`src/rtl/uart_pkg.sv`:
```
// Shared UART definitions: FSM state encoding, 8N1 frame constants and divider helpers.
// Imported by the transmitter and intended for reuse by the matching receiver.
package uart_pkg;

  typedef enum logic [1:0] {
    IDLE  = 2'd0,
    START = 2'd1,
    DATA  = 2'd2,
    STOP  = 2'd3
  } uart_state_e;

  localparam int unsigned DATA_BITS  = 8;
  localparam int unsigned FRAME_BITS = 10;
  localparam logic        START_BIT  = 1'b0;
  localparam logic        STOP_BIT   = 1'b1;
  localparam logic        LINE_IDLE  = 1'b1;

  typedef logic [DATA_BITS-1:0] uart_byte_t;

  // Clocks per line bit; integer division truncates toward zero.
  function automatic int unsigned calc_baud_div(input int unsigned clk_freq,
                                                input int unsigned baud);
    return clk_freq / baud;
  endfunction

  // Counter width able to hold 0..n-1, never narrower than one bit.
  function automatic int unsigned cnt_width(input int unsigned n);
    return (n > 1) ? $clog2(n) : 1;
  endfunction

endpackage

```
`src/rtl/tx_fifo.sv`:
```
// Synchronous transmit FIFO, DEPTH x 8, with registered full/empty and occupancy count.
// Full is judged on the registered state, so a push while full is refused even if a pop occurs.
module tx_fifo
  import uart_pkg::*;
#(
  parameter int unsigned DEPTH = 16
) (
  input  logic                     clk_i,
  input  logic                     rst_i,
  input  logic                     push_i,
  input  uart_byte_t               data_i,
  input  logic                     pop_i,
  output uart_byte_t               rd_data_c_o,
  output logic                     full_o,
  output logic                     empty_o,
  output logic [$clog2(DEPTH):0]   count_o
);

  localparam int unsigned PTR_W = $clog2(DEPTH);
  localparam int unsigned CNT_W = PTR_W + 1;

  uart_byte_t         mem_q [DEPTH];
  logic [PTR_W-1:0]   wr_ptr_q, wr_ptr_d;
  logic [PTR_W-1:0]   rd_ptr_q, rd_ptr_d;
  logic [CNT_W-1:0]   count_q, count_d;
  logic               full_q, empty_q;
  logic               push_ok, pop_ok;

  assign push_ok = push_i && !full_q && !rst_i;
  assign pop_ok  = pop_i && !empty_q;

  // Pointers wrap naturally because DEPTH is a power of two.
  always_comb begin
    wr_ptr_d = wr_ptr_q;
    rd_ptr_d = rd_ptr_q;
    count_d  = count_q;
    if (push_ok) begin
      wr_ptr_d = wr_ptr_q + PTR_W'(1);
    end
    if (pop_ok) begin
      rd_ptr_d = rd_ptr_q + PTR_W'(1);
    end
    case ({push_ok, pop_ok})
      2'b10:   count_d = count_q + CNT_W'(1);
      2'b01:   count_d = count_q - CNT_W'(1);
      default: count_d = count_q;
    endcase
  end

  always_ff @(posedge clk_i) begin
    if (rst_i) begin
      wr_ptr_q <= '0;
      rd_ptr_q <= '0;
      count_q  <= '0;
      full_q   <= 1'b0;
      empty_q  <= 1'b1;
    end else begin
      wr_ptr_q <= wr_ptr_d;
      rd_ptr_q <= rd_ptr_d;
      count_q  <= count_d;
      full_q   <= (count_d == CNT_W'(DEPTH));
      empty_q  <= (count_d == '0);
    end
  end

  always_ff @(posedge clk_i) begin
    if (push_ok) begin
      mem_q[wr_ptr_q] <= data_i;
    end
  end

  assign rd_data_c_o = mem_q[rd_ptr_q];
  assign full_o      = full_q;
  assign empty_o     = empty_q;
  assign count_o     = count_q;

endmodule

```
`src/rtl/uart_tx.sv`:
```
// 8N1 UART transmitter: byte FIFO feeding a start/data/stop shift FSM paced by a baud counter.
// TXD is registered and changes only on bit boundaries; back-to-back frames have no idle gap.
module uart_tx
  import uart_pkg::*;
#(
  parameter int unsigned CLK_FREQ   = 50000000,
  parameter int unsigned BAUD       = 9600,
  parameter int unsigned FIFO_DEPTH = 16
) (
  input  logic       clock,
  input  logic       rst,
  input  logic       wr_en,
  input  logic [7:0] wr_data,
  output logic       full,
  output logic       overflow,
  output logic       busy,
  output logic       TXD
);

  localparam int unsigned BAUD_DIV = calc_baud_div(CLK_FREQ, BAUD);
  localparam int unsigned BAUD_W   = cnt_width(BAUD_DIV);
  localparam int unsigned BIT_W    = $clog2(DATA_BITS);
  localparam int unsigned CNT_W    = $clog2(FIFO_DEPTH) + 1;

  uart_state_e        state_q, state_d;
  logic [BAUD_W-1:0]  baud_cnt_q, baud_cnt_d;
  logic [BIT_W-1:0]   bit_cnt_q, bit_cnt_d;
  uart_byte_t         shift_q, shift_d;
  logic               txd_q, txd_d;
  logic               overflow_q, overflow_d;
  logic               pop_c;
  logic               baud_end;
  logic               bit_last;

  uart_byte_t         fifo_head;
  logic               fifo_full;
  logic               fifo_empty;
  logic [CNT_W-1:0]   fifo_count;

  tx_fifo #(
    .DEPTH (FIFO_DEPTH)
  ) u_fifo (
    .clk_i       (clock),
    .rst_i       (rst),
    .push_i      (wr_en),
    .data_i      (wr_data),
    .pop_i       (pop_c),
    .rd_data_c_o (fifo_head),
    .full_o      (fifo_full),
    .empty_o     (fifo_empty),
    .count_o     (fifo_count)
  );

  assign baud_end = (baud_cnt_q == BAUD_W'(BAUD_DIV - 1));
  assign bit_last = (bit_cnt_q == BIT_W'(DATA_BITS - 1));

  // Next-state, line level and FIFO pop; TXD_d is chosen together with the transition it marks.
  always_comb begin
    state_d    = state_q;
    baud_cnt_d = baud_cnt_q + BAUD_W'(1);
    bit_cnt_d  = bit_cnt_q;
    shift_d    = shift_q;
    txd_d      = txd_q;
    pop_c      = 1'b0;
    case (state_q)
      IDLE: begin
        baud_cnt_d = '0;
        txd_d      = LINE_IDLE;
        if (!fifo_empty) begin
          pop_c   = 1'b1;
          shift_d = fifo_head;
          state_d = START;
          txd_d   = START_BIT;
        end
      end
      START: begin
        if (baud_end) begin
          state_d    = DATA;
          baud_cnt_d = '0;
          bit_cnt_d  = '0;
          txd_d      = shift_q[0];
        end
      end
      DATA: begin
        if (baud_end) begin
          baud_cnt_d = '0;
          if (bit_last) begin
            state_d = STOP;
            txd_d   = STOP_BIT;
          end else begin
            bit_cnt_d = bit_cnt_q + BIT_W'(1);
            shift_d   = {1'b0, shift_q[DATA_BITS-1:1]};
            txd_d     = shift_q[1];
          end
        end
      end
      STOP: begin
        if (baud_end) begin
          baud_cnt_d = '0;
          if (!fifo_empty) begin
            pop_c   = 1'b1;
            shift_d = fifo_head;
            state_d = START;
            txd_d   = START_BIT;
          end else begin
            state_d = IDLE;
            txd_d   = LINE_IDLE;
          end
        end
      end
      default: begin
        state_d = IDLE;
        txd_d   = LINE_IDLE;
      end
    endcase
  end

  // A write is dropped whenever the FIFO was already full at the sampling edge.
  assign overflow_d = wr_en && fifo_full;

  always_ff @(posedge clock) begin
    if (rst) begin
      state_q    <= IDLE;
      baud_cnt_q <= '0;
      bit_cnt_q  <= '0;
      shift_q    <= '0;
      txd_q      <= LINE_IDLE;
      overflow_q <= 1'b0;
    end else begin
      state_q    <= state_d;
      baud_cnt_q <= baud_cnt_d;
      bit_cnt_q  <= bit_cnt_d;
      shift_q    <= shift_d;
      txd_q      <= txd_d;
      overflow_q <= overflow_d;
    end
  end

  assign busy     = (state_q != IDLE) || (fifo_count != '0);
  assign full     = fifo_full;
  assign overflow = overflow_q;
  assign TXD      = txd_q;

endmodule

```
`config.mk`:
```
export PLATFORM = sky130hd
export DESIGN_NAME = uart_tx
export DESIGN_NICKNAME = d
export VERILOG_FILES = /design/src/rtl/uart_pkg.sv /design/src/rtl/tx_fifo.sv /design/src/rtl/uart_tx.sv
export SDC_FILE = /design/constraint.sdc
export NUM_CORES = 1
export LEC_CHECK = 0
export BUFFER_PORTS_ARGS = -buffer_cell sky130_fd_sc_hd__buf_4
export CORE_ASPECT_RATIO = 1.25
export CORE_UTILIZATION = 40
export CTS_BUF_LIST = sky130_fd_sc_hd__clkbuf_16
export CTS_CLUSTER_SIZE = 25
export DETAILED_ROUTE_END_ITERATION = 12
export MAX_ROUTING_LAYER = met4
export PLACE_DENSITY_LB_ADDON = 0.1
export SYNTH_ARGS = -nofsm -noshare
export SYNTH_HDL_FRONTEND = slang
export SYNTH_SLANG_ARGS = --single-unit
```
`constraint.sdc`:
```
create_clock -name clock -period 5.43 [get_ports clock]
set_input_delay 1.086 -clock clock [delete_from_list [all_inputs] [get_ports clock]]
set_output_delay 1.086 -clock clock [all_outputs]
set_load 0.02 [all_outputs]
```
==> results of run 1 <==
## power by group through the flow
stage	clock network [uW]	logic, uW	registers, uW
3_5_place_dp	0	748	1600
3_3_place_gp	0	741	1600
4_1_cts	1270	750	1570
6_report	1240	742	1580
2_1_floorplan	0	589	1580
5_1_grt	1330	827	1580
## cells in the mapped netlist, types with 8 or more instances
library cell | n | area (um2)
sky130_fd_sc_hd__edfxtp_1 | 128 | 3840
sky130_fd_sc_hd__nor2_1 | 59 | 221
sky130_fd_sc_hd__dfxtp_1 | 47 | 941
sky130_fd_sc_hd__mux2i_1 | 37 | 370
sky130_fd_sc_hd__nand2_1 | 24 | 90.1
sky130_fd_sc_hd__mux4_2 | 20 | 450
sky130_fd_sc_hd__ha_1 | 17 | 213
sky130_fd_sc_hd__xor2_1 | 15 | 131
sky130_fd_sc_hd__nand3_1 | 13 | 65.1
sky130_fd_sc_hd__a21oi_1 | 12 | 60.1
sky130_fd_sc_hd__buf_2 | 9 | 45.0
sky130_fd_sc_hd__clkbuf_1 | 9 | 33.8
sky130_fd_sc_hd__a22oi_1 | 8 | 60.1
sky130_fd_sc_hd__a31oi_1 | 8 | 50.1
sky130_fd_sc_hd__inv_1 | 8 | 30.0
sky130_fd_sc_hd__xnor2_1 | 8 | 70.1
## sequential cells by signal, summed over array words and instances, names as in the netlist, named ones only
register         count
TXD                  1
bit_cnt_q            3
shift_q              8
u_fifo.full_o        1
state_q              2
u_fifo.empty_o       1
u_fifo.count_o       5
u_fifo.rd_ptr_q      4
overflow             1
u_fifo.mem_q       128
baud_cnt_q          13
u_fifo.wr_ptr_q      4
## area by class of cell
| cell class | instances | area (um2) |
|---|---|---|
| Sequential cell | 175 | 4790 |
| Timing Repair Buffer | 21 | 158 |
| Fill cell | 1611 | 9740 |
| Clock buffer | 17 | 425 |
| Inverter | 9 | 33.8 |
| Multi-Input combinational cell | 305 | 2420 |
| Tap cell | 228 | 285 |
| Clock inverter | 15 | 181 |
## kinds of logic after synthesis
logic type / Yosys count
flops: 175
simple gates: 148
compound gates: 59
mux: 58
buf+inv: 33
xor+xnor: 23
fa+ha+maj: 17
## placed cells by master (no fill, tap or decap), types with 13 or more instances in the layout
cell type and instances:
sky130_fd_sc_hd__edfxtp_1 128, sky130_fd_sc_hd__nor2_1 59, sky130_fd_sc_hd__dfxtp_1 46, sky130_fd_sc_hd__mux2i_1 37
sky130_fd_sc_hd__nand2_1 24, sky130_fd_sc_hd__buf_4 21, sky130_fd_sc_hd__mux4_2 20, sky130_fd_sc_hd__ha_1 17
sky130_fd_sc_hd__clkbuf_16 17, sky130_fd_sc_hd__xor2_1 15, sky130_fd_sc_hd__nand3_1 13
## path summary, 6_finish.rpt
kind                                    start        endpoint  slack, ps  cells past startpoint
worst min-delay path               shift_q[7]      shift_q[7]        470                      2
worst max-delay path            baud_cnt_q[0]  u_fifo.empty_o       2060                     12
worst max register to register  baud_cnt_q[0]  u_fifo.empty_o       2060                     12
worst min register to register     shift_q[7]      shift_q[7]        470                      2
## worst min-delay path, delay by kind of cell (launching register included)
family / cells / cell delay [ps]
AOI/OAI and AO/OA: 1 / 50
DFF: 1 / 310
and+or+nand+nor: 1 / 60
## metrics by stage
stage | worst slack, ps | instances | hold slack [ps]
floorplan | 2030 | 513 | 437
global placement | 1850 | 738 | 453
detailed placement | 1680 | 738 | 459
CTS | 2020 | 770 | 468
global route | 1720 | 770 | 487
finish | 2060 | 770 | 467
## layer usage
metal / wire length, um / vias to the layer above
li1: - / 1960
met1: 6300 / 2065
met2: 7570 / 66
met3: 410 / 16
met4: 240 / 0
met5: 0 / -
==> implementation parameters, run 1 <==
Parameter                              Value

Power and ir drop
  Portion of total power attributed to the clock network ... 34.9%
  Leakage ... around 0.0027 uW
  Comb power frac ... 20.8%
  Power density normalized to cell area ... roughly 430 nW/um2
  Largest voltage drop on the vdd net ... 0.220 mV
  Total power after layout ... 3560 uW
  Switching component of the power ... 1000 uW
  Internal portion of total power ... 2560 uW
  Sequential cell fraction of total power ... 44.3%
  Switching power as a share of total power ... 28.2%

Logic synthesis
  Post-synthesis cell area ... 7350 um2
  Compound-Gate Fraction of Synth Area ... 5.65%
  Post-Synth XOR/XNOR Area ... 2.74%
  Post-Synthesis Cells ... 513
  Syn Area/Cell ... 14.3 um2
  Yosys Warn Count ... 0
  Ys async rst share ... 0%
  Seq/Total Area, Yosys ... about two thirds
  Area fraction in and, or, nand and nor cells after synthesis ... 10.3%
  Dominant combinational cell family by area after synthesis ... multiplexers
  Fraction of the mapped netlist area in adder cells ... around 2.9%
  Number of flops mapped to enable cells by yosys ... 128
  Number of library cell types mapped by synthesis ... 58
  Post-synthesis mux area share ... 11.3%
  Flip-flop and latch count after synthesis ... about 180
  Number of nets in the synthesized netlist ... 541
  Primary flip-flop cell chosen by synthesis mapping ... sky130_fd_sc_hd__edfxtp_1

Timing
  Final critical delay including setup and external delays ... 3370 ps
  Worst-margin pin slew ... around 1000 ps
  Setup violators final ... 0
  Setup repair after global routing missed its margin ... false
  Total Negative Setup Slacks ... 0 ps
  Slew Limit Fails ... 0
  Post-Route Skew ... 7.80 ps
  Final number of hold-violating endpoints ... 0
  Final clock period utilization by the worst path ... 62.1%
  Slew Limit Headroom ... 35.0%
  Max frequency ... 0.297 GHz

Floorplan
  Die Span X ... 123 um
  Site row count ... 55
  Die ar. ... 18900 um2
  Ports placed on the boundary ... 15
  Die Y ... 154 um
  Standard cell core area ... 18000 um2
  Initial standard-cell utilization of the core ... 40.8%

CTS
  Number of hold buffers added after cts ... 0
  Clock tree from TritonCTS ... yes
  H-tree depth ... 4
  Number of post-CTS setup repair buffers ... 0
  Number of buffers on the longest clock path ... 2
  Clock transition at the register clock pins on the worst setup and hold paths after CTS ... 70 ps
  Clock Sink Count ... about 180
  Total CTS buffers ... 17
  Resized Gates After CTS ... 0
  Insertion delay of the later-clocked pin in the worst-skew pair ... 420 ps
  Clk root buf ... sky130_fd_sc_hd__clkbuf_16

Finish
  Area overhead of the layout relative to synthesis ... 12.8%
  Number of nets in the finished design ... between 500 and 600
  Antenna cell count ... 0
  Post-Route Utilization ... 46.0%
  Share of cells above drive strength 1 ... 14.8%
  Post-Layout Inst Area ... 8290 um2

Place
  Instance area at placement ... a little under 8000 um2
  PortBufs ... 14
  GP Congestion ... 0.782
  DP Wirelength ... 9.76 mm

GRT
  Global Route Usage Sum ... 17.4%
  Wire length of the first global-routing pass ... 23.3 mm
  Most utilized layer in the global route result ... met2
  Number of global-route vias before repair ... 4171
  Overall overflow remaining after global route ... 0
  Antenna violations before repair ... 0
  Maximum number of pins on one net before global-route repair ... 28
  Met1 track utilization from global routing ... 20.5%
  GR met2 Demand/Resource ... about 29%
  Met3 Usage GRT ... approximately 3.3%

Status
  Status ... complete, no violations

Routing
  Remaining routing DRC violations ... 0
  Average wire per cell in the routed design ... 18.9 um
  Vias per Instance ... roughly 5.3
  Total length of routed wires ... 14.5 mm
  DRC marker count from the first detailed-route iteration ... 257
  Number of detailed-routing iterations run before antenna repair ... 5
  Antenna-violating nets left ... 0
  Count of vias placed by the detailed router ... 4107

Run
  Maximum Capacitance Violations ... 0

Critical path
  Buf+Inv Stages, Crit Path ... 0
  Critical Path RT ... 5740 ps
  Endpoint arrival time on the critical path ... approximately 3700 ps
  Family of cells with the greatest summed delay on the critical path ... compound AO/OA/AOI/OAI gates
  Most frequent CP cell ... sky130_fd_sc_hd__ha_1
  Cell-by-cell listing of the critical path ... ha_1 -> and4b_1 -> a41oi_1 -> nor3_2 -> ha_1 -> xor2_1 -> ha_1 -> o21ai_0 -> a221oi_1 -> o21ai_1 -> xor2_1 -> a41o_1
  Critical path class ... flip-flop to flip-flop
  Worst-path cell with the longest stage delay ... sky130_fd_sc_hd__dfxtp_1
  Maximum fanout encountered on the critical timing path ... 9
  Crit end category ... flip-flop
  CP startpoint kind ... flip-flop
  Delay contributed by the slowest stage of the critical path ... a little over 400 ps

Min path
  Type of the tightest min-delay check ... flip-flop to flip-flop
Note: power is estimated with default switching activity, not from simulation.
==> inputs of run 2 (changes only) <==
clock period = 3.5 ns   (was 5.43 ns; I/O delays follow)
==> run 2 against run 1 <==
  * Clock skew grew 1.4 ps
  * Combinational power increased by 55%
  * Wire length is 2.2% higher
  * Clock power increased by 56%
  * Count of clock-buffer cells in the layout unchanged
  * Global-route usage rose by 0.38 points
  * Sequential cell count unchanged
  * Design area increased by 1.6%
  * Worst hold slack worse by 2.1 ps
  * Register-to-register slack worse by 1700 ps
  * Via count shrank 0.32%
  * Setup slack worse by 1700 ps
  * Critical endpoint unchanged
==> implementation parameters, run 2 (synthesis gave the netlist of run 1 again) <==
Parameter                              Value

Timing
  Setup repair after global routing missed its margin ... false
  Final number of hold-violating endpoints ... 0
  Max frequency ... 0.322 GHz
  Worst-margin pin slew ... 905 ps
  Final critical delay including setup and external delays ... 3100 ps
  Total Negative Setup Slacks ... 0 ps
  Slew Limit Fails ... 0
  Setup violators final ... 0
  Slew Limit Headroom ... between 30% and 40%
  Final clock period utilization by the worst path ... 88.7%
  Post-Route Skew ... 9.17 ps
  Final WS setup ... between 300 and 400 ps

Finish
  Number of filler instances in the final layout ... 1604
  Final standard cell count with taps included and fillers excluded ... just under 800
  Area of the multi-input gates ... 2420 um2
  Most used cells in the layout excluding fill and tap cells ... sky130_fd_sc_hd__edfxtp_1 (128), sky130_fd_sc_hd__nor2_1 (59), sky130_fd_sc_hd__dfxtp_1 (46)
  Leading cell type in the layout, fill and taps excluded ... sky130_fd_sc_hd__edfxtp_1
  Share of cells above drive strength 1 ... 17.2%
  Sequential cell area ... 4790 um2
  Leading registers by flop count ... u_fifo.mem_q (128), baud_cnt_q (13), shift_q (8)
  Number of flip-flops under the largest register name ... 128
  Number of nets in the finished design ... 573
  Post-Layout Inst Area ... 8420 um2
  Most flops, register ... u_fifo.mem_q
  Antenna cell count ... 0
  Area overhead of the layout relative to synthesis ... 14.6%

CTS
  H-tree depth ... 4
  Total CTS buffers ... 17
  Number of hold buffers added after cts ... 0
  Clock transition at the register clock pins on the worst setup and hold paths after CTS ... 70 ps
  Resized Gates After CTS ... 0
  Number of buffers on the longest clock path ... 2
  Number of post-CTS setup repair buffers ... 0
  Clock tree from TritonCTS ... yes
  Insertion delay of the later-clocked pin in the worst-skew pair ... 430 ps
  Clock Sink Count ... 175
  Clk root buf ... sky130_fd_sc_hd__clkbuf_16

Critical path
  Cell-by-cell listing of the critical path ... ha_1 -> and4b_1 -> a41oi_1 -> nor3_2 -> ha_1 -> xor2_1 -> ha_1 -> nor2_1 -> o311a_1 -> o21ai_1 -> xor2_1 -> a41o_1
  Critical Path RT ... 3880 ps
  Buf+Inv Stages, Crit Path ... 0
  CP startpoint kind ... flip-flop
  Delay contributed by the slowest stage of the critical path ... just under 400 ps
  Most frequent CP cell ... sky130_fd_sc_hd__ha_1
  Endpoint arrival time on the critical path ... 3480 ps
  Critical path class ... flip-flop to flip-flop
  Crit end category ... flip-flop
  Worst-case register-to-register setup slack ... 400 ps
  Worst-path cell with the longest stage delay ... sky130_fd_sc_hd__dfxtp_1
  Maximum fanout encountered on the critical timing path ... 9
  Family of cells with the greatest summed delay on the critical path ... compound AO/OA/AOI/OAI gates

Floorplan
  Initial standard-cell utilization of the core ... slightly above 40%
  Die Span X ... 123 um
  Ports placed on the boundary ... 15
  Standard cell core area ... 18000 um2
  Die Y ... 154 um
  Die ar. ... 18900 um2
  Site row count ... 55

Place
  Dpl cells ... about 750
  Instance area at placement ... approximately 8000 um2
  GP Congestion ... 0.866
  DP Wirelength ... 10.0 mm
  PortBufs ... 14
  Worst setup timing slack at the placement stage ... 411 ps

GRT
  Wire length of the first global-routing pass ... around 23 mm
  Global Route Usage Sum ... 17.7%
  Maximum number of pins on one net before global-route repair ... 28
  Antenna violations before repair ... 0
  Number of global-route vias before repair ... 4259
  Overall overflow remaining after global route ... 0

Routing
  DRC marker count from the first detailed-route iteration ... 184
  Remaining routing DRC violations ... 0
  Total length of routed wires ... 14.8 mm
  Average wire per cell in the routed design ... approximately 19 um
  Count of vias placed by the detailed router ... 4094
  Number of detailed-routing iterations run before antenna repair ... 4
  Antenna-violating nets left ... 0
  Vias per Instance ... ~5.2

Power and ir drop
  Leakage ... 0.00281 uW
  Largest voltage drop on the vdd net ... about 0.36 mV
  Total power after layout ... 5580 uW
  Power density normalized to cell area ... about 660 nW/um2

Min path
  Type of the tightest min-delay check ... flip-flop to flip-flop

Status
  Status ... complete, no violations

Run
  Maximum Capacitance Violations ... 0
## run 2: cell types whose count changed in the layout (fill, tap and decap cells not counted), sizes merged
cell | before | now
buf | 21 | 37
## run 2: metrics by stage
step / hold slack (ps) / util [%]
floorplan: 437 / -
global placement: 459 / 43.4
detailed placement: 456 / 43.4
CTS: 465 / 46.7
global route: 494 / 46.7
finish: 465 / 46.7
## run 2: path summary, 6_finish.rpt
kind,start,end,cells after the start
worst max register to register,baud_cnt_q[0],u_fifo.empty_o,12
worst min register to register,shift_q[7],shift_q[7],2
worst min-delay path,shift_q[7],shift_q[7],2
worst max-delay path,baud_cnt_q[0],u_fifo.empty_o,12
## run 2: worst register-to-register path: stages (launching register included)
cell and delay [ps]:
sky130_fd_sc_hd__dfxtp_1 390, sky130_fd_sc_hd__ha_1 260, sky130_fd_sc_hd__and4b_1 270, sky130_fd_sc_hd__a41oi_1 220
sky130_fd_sc_hd__nor3_2 200, sky130_fd_sc_hd__ha_1 350, sky130_fd_sc_hd__xor2_1 180, sky130_fd_sc_hd__ha_1 220
sky130_fd_sc_hd__nor2_1 60, sky130_fd_sc_hd__o311a_1 280, sky130_fd_sc_hd__o21ai_1 150, sky130_fd_sc_hd__xor2_1 270
sky130_fd_sc_hd__a41o_1 200
## run 2: layout make-up
class | count | area share [%]
clock buffer | 17 | 5.05
clock inverter | 15 | 2.17
inverter | 9 | 0.401
multi-input combinational | 305 | 28.7
sequential | 175 | 56.8
tap | 228 | 3.39
timing repair buffer | 37 | 3.45
## run 2: power by group
part	switching, uW	internal [uW]
sequential	156	2330
combinational	616	535
clock	811	1130
## run 2: layer usage
| metal | vias up | GRT usage, % | routed length (um) |
|---|---|---|---|
| li1 | 2002 | - | - |
| met1 | 2024 | 21.0 | 6510 |
| met2 | 48 | 29.5 | 7730 |
| met3 | 20 | 4.01 | 330 |
| met4 | 0 | 6.02 | 268 |
| met5 | - | - | 0 |
==> inputs of run 3 (changes only) <==
CORE_MARGIN = 10   (was not set)
==> run 3 against run 2 <==
  * Count of clock-buffer cells in the layout unchanged
  * Design area increased by 0.37%
  * Worst hold slack improved by 25 ps
  * Fmax decreased by 0.50%
  * Register-to-register slack got worse by 20 ps
  * Global-route usage decreased by 4.0 points
  * Highest routed layer unchanged
==> implementation parameters, run 3 (synthesis gave the netlist of run 1 again) <==
Parameter                              Value

Finish
  Antenna cell count ... 0
  Share of cells above drive strength 1 ... 17.7%
  Number of flip-flops under the largest register name ... 128
  Post-Layout Inst Area ... 8460 um2
  Most used cells in the layout excluding fill and tap cells ... sky130_fd_sc_hd__edfxtp_1 (128), sky130_fd_sc_hd__nor2_1 (59), sky130_fd_sc_hd__dfxtp_1 (46)
  Area overhead of the layout relative to synthesis ... 15.1%
  Leading registers by flop count ... u_fifo.mem_q (128), baud_cnt_q (13), shift_q (8)
  Leading cell type in the layout, fill and taps excluded ... sky130_fd_sc_hd__edfxtp_1
  Number of nets in the finished design ... roughly 570
  Most flops, register ... u_fifo.mem_q

Floorplan
  Die Span X ... ~140 um
  Standard cell core area ... 18100 um2
  Die Y ... 172 um
  Site row count ... 55
  Die ar. ... 24200 um2
  Initial standard-cell utilization of the core ... about two fifths
  Ports placed on the boundary ... 15

Critical path
  Delay contributed by the slowest stage of the critical path ... ~400 ps
  Critical Path RT ... approximately 3800 ps
  FF-to-FF path depth ... 12
  Worst-path cell with the longest stage delay ... sky130_fd_sc_hd__dfxtp_1
  Critical path class ... flip-flop to flip-flop
  Endpoint arrival time on the critical path ... 3440 ps
  Most frequent CP cell ... sky130_fd_sc_hd__ha_1
  Crit path to ... u_fifo.empty_o
  CP startpoint kind ... flip-flop
  Worst r2r dst ... u_fifo.empty_o
  Cell-by-cell listing of the critical path ... ha_1 -> and4b_1 -> a41oi_1 -> nor3_2 -> ha_1 -> xor2_1 -> ha_1 -> o21ai_0 -> a221oi_1 -> o21ai_1 -> xor2_1 -> a41o_1
  Crit Reg-Reg Startpoint ... baud_cnt_q[0]
  Worst-case register-to-register setup slack ... roughly 380 ps
  Origin of the worst setup path ... baud_cnt_q[0]
  Maximum fanout encountered on the critical timing path ... 9
  Crit end category ... flip-flop

Routing
  Routed wire length on met2 ... 7.80 mm
  Vias per Instance ... 5.25
  Average wire per cell in the routed design ... 19.2 um
  Top Metal Used ... met4
  DRC marker count from the first detailed-route iteration ... 216
  Total length of routed wires ... 15.1 mm
  Met1 layer wirelength in the final routing ... 6.59 mm
  Count of vias placed by the detailed router ... 4135
  Remaining routing DRC violations ... 0
  Detailed route wirelength on metal3 ... 323 um
  Number of detailed-routing iterations run before antenna repair ... 4
  Antenna-violating nets left ... 0

CTS
  Number of buffers on the longest clock path ... 2
  Clock tree from TritonCTS ... yes
  Number of post-CTS setup repair buffers ... 0
  Clk root buf ... sky130_fd_sc_hd__clkbuf_16
  Clock transition at the register clock pins on the worst setup and hold paths after CTS ... about 70 ps
  H-tree depth ... 4
  Clock Sink Count ... ~180
  Number of hold buffers added after cts ... 0
  Total CTS buffers ... 17
  Resized Gates After CTS ... 0
  Insertion delay of the later-clocked pin in the worst-skew pair ... ~430 ps

Timing
  Slew Limit Fails ... 0
  Final number of hold-violating endpoints ... 0
  Total Negative Setup Slacks ... 0 ps
  Setup violators final ... 0
  Final clock period utilization by the worst path ... 89.1%
  Max frequency ... 0.321 GHz
  Setup repair after global routing missed its margin ... false
  Slew Limit Headroom ... 44.5%
  Final WS setup ... 380 ps
  Post-Route Skew ... 10.9 ps
  Final worst hold slack ... 490 ps
  Worst-margin pin slew ... 833 ps
  Final critical delay including setup and external delays ... around 3100 ps

Run
  Maximum Capacitance Violations ... 0

GRT
  Antenna violations before repair ... 0
  Wire length of the first global-routing pass ... 24.8 mm
  Maximum number of pins on one net before global-route repair ... 28
  Number of global-route vias before repair ... 4374
  Global Route Usage Sum ... 13.7%
  Overall overflow remaining after global route ... 0

Min path
  Number of cells on the worst hold path ... 2
  Type of the tightest min-delay check ... flip-flop to flip-flop

Place
  Instance area at placement ... 7810 um2
  GP Congestion ... 0.793
  Worst setup timing slack at the placement stage ... 365 ps
  DP Wirelength ... 10.4 mm
  PortBufs ... 14

Status
  Status ... complete, no violations

Power and ir drop
  Power density normalized to cell area ... between 600 and 700 nW/um2
  Total power after layout ... approximately 5700 uW
  Leakage ... 0.00284 uW
  Largest voltage drop on the vdd net ... 0.373 mV
[run 3: layout make-up]
| type | instances | area [um2] |
|---|---|---|
| clock buffer | 17 | 425 |
| clock inverter | 15 | 219 |
| fill | 1592 | 9640 |
| inverter | 9 | 33.8 |
| multi-input combinational | 305 | 2420 |
| sequential | 175 | 4790 |
| tap | 228 | 285 |
| timing repair buffer | 38 | 285 |
[run 3: metal layers]
metal / up-vias / track usage [%]
met5: - / -
met4: 0 / 6.07
met3: 29 / 2.59
met2: 61 / 22.5
met1: 2046 / 16.1
li1: 1999 / -
[run 3: how the worst min path moves through the flow]
stage	start	end	slack [ps]
after floorplan	shift_q[7]	shift_q[7]	440
after global placement	baud_cnt_q[0]	baud_cnt_q[0]	460
after detailed placement	baud_cnt_q[0]	baud_cnt_q[0]	480
after CTS	shift_q[7]	shift_q[7]	490
after global routing	shift_q[7]	shift_q[7]	530
final	shift_q[1]	shift_q[1]	490
[run 3: stage by stage]
step	instances	util [%]
after floorplan	513	-
after global placement	755	43.2
after detailed placement	755	43.2
after CTS	787	46.7
after global routing	787	46.7
final	787	46.7
[run 3: where the power goes]
group	switching, uW	total [uW]	internal (uW)
logic	624	1140	519
clock network	848	2070	1220
registers	151	2480	2330
[run 3: worst max-delay path: cells and delay by family, from the launching register on]
| family | cells | cell delay (ps) |
|---|---|---|
| compound gates | 5 | 960 |
| xor+xnor | 2 | 360 |
| fa+ha+maj | 3 | 830 |
| flops | 1 | 400 |
| simple gates | 2 | 470 |
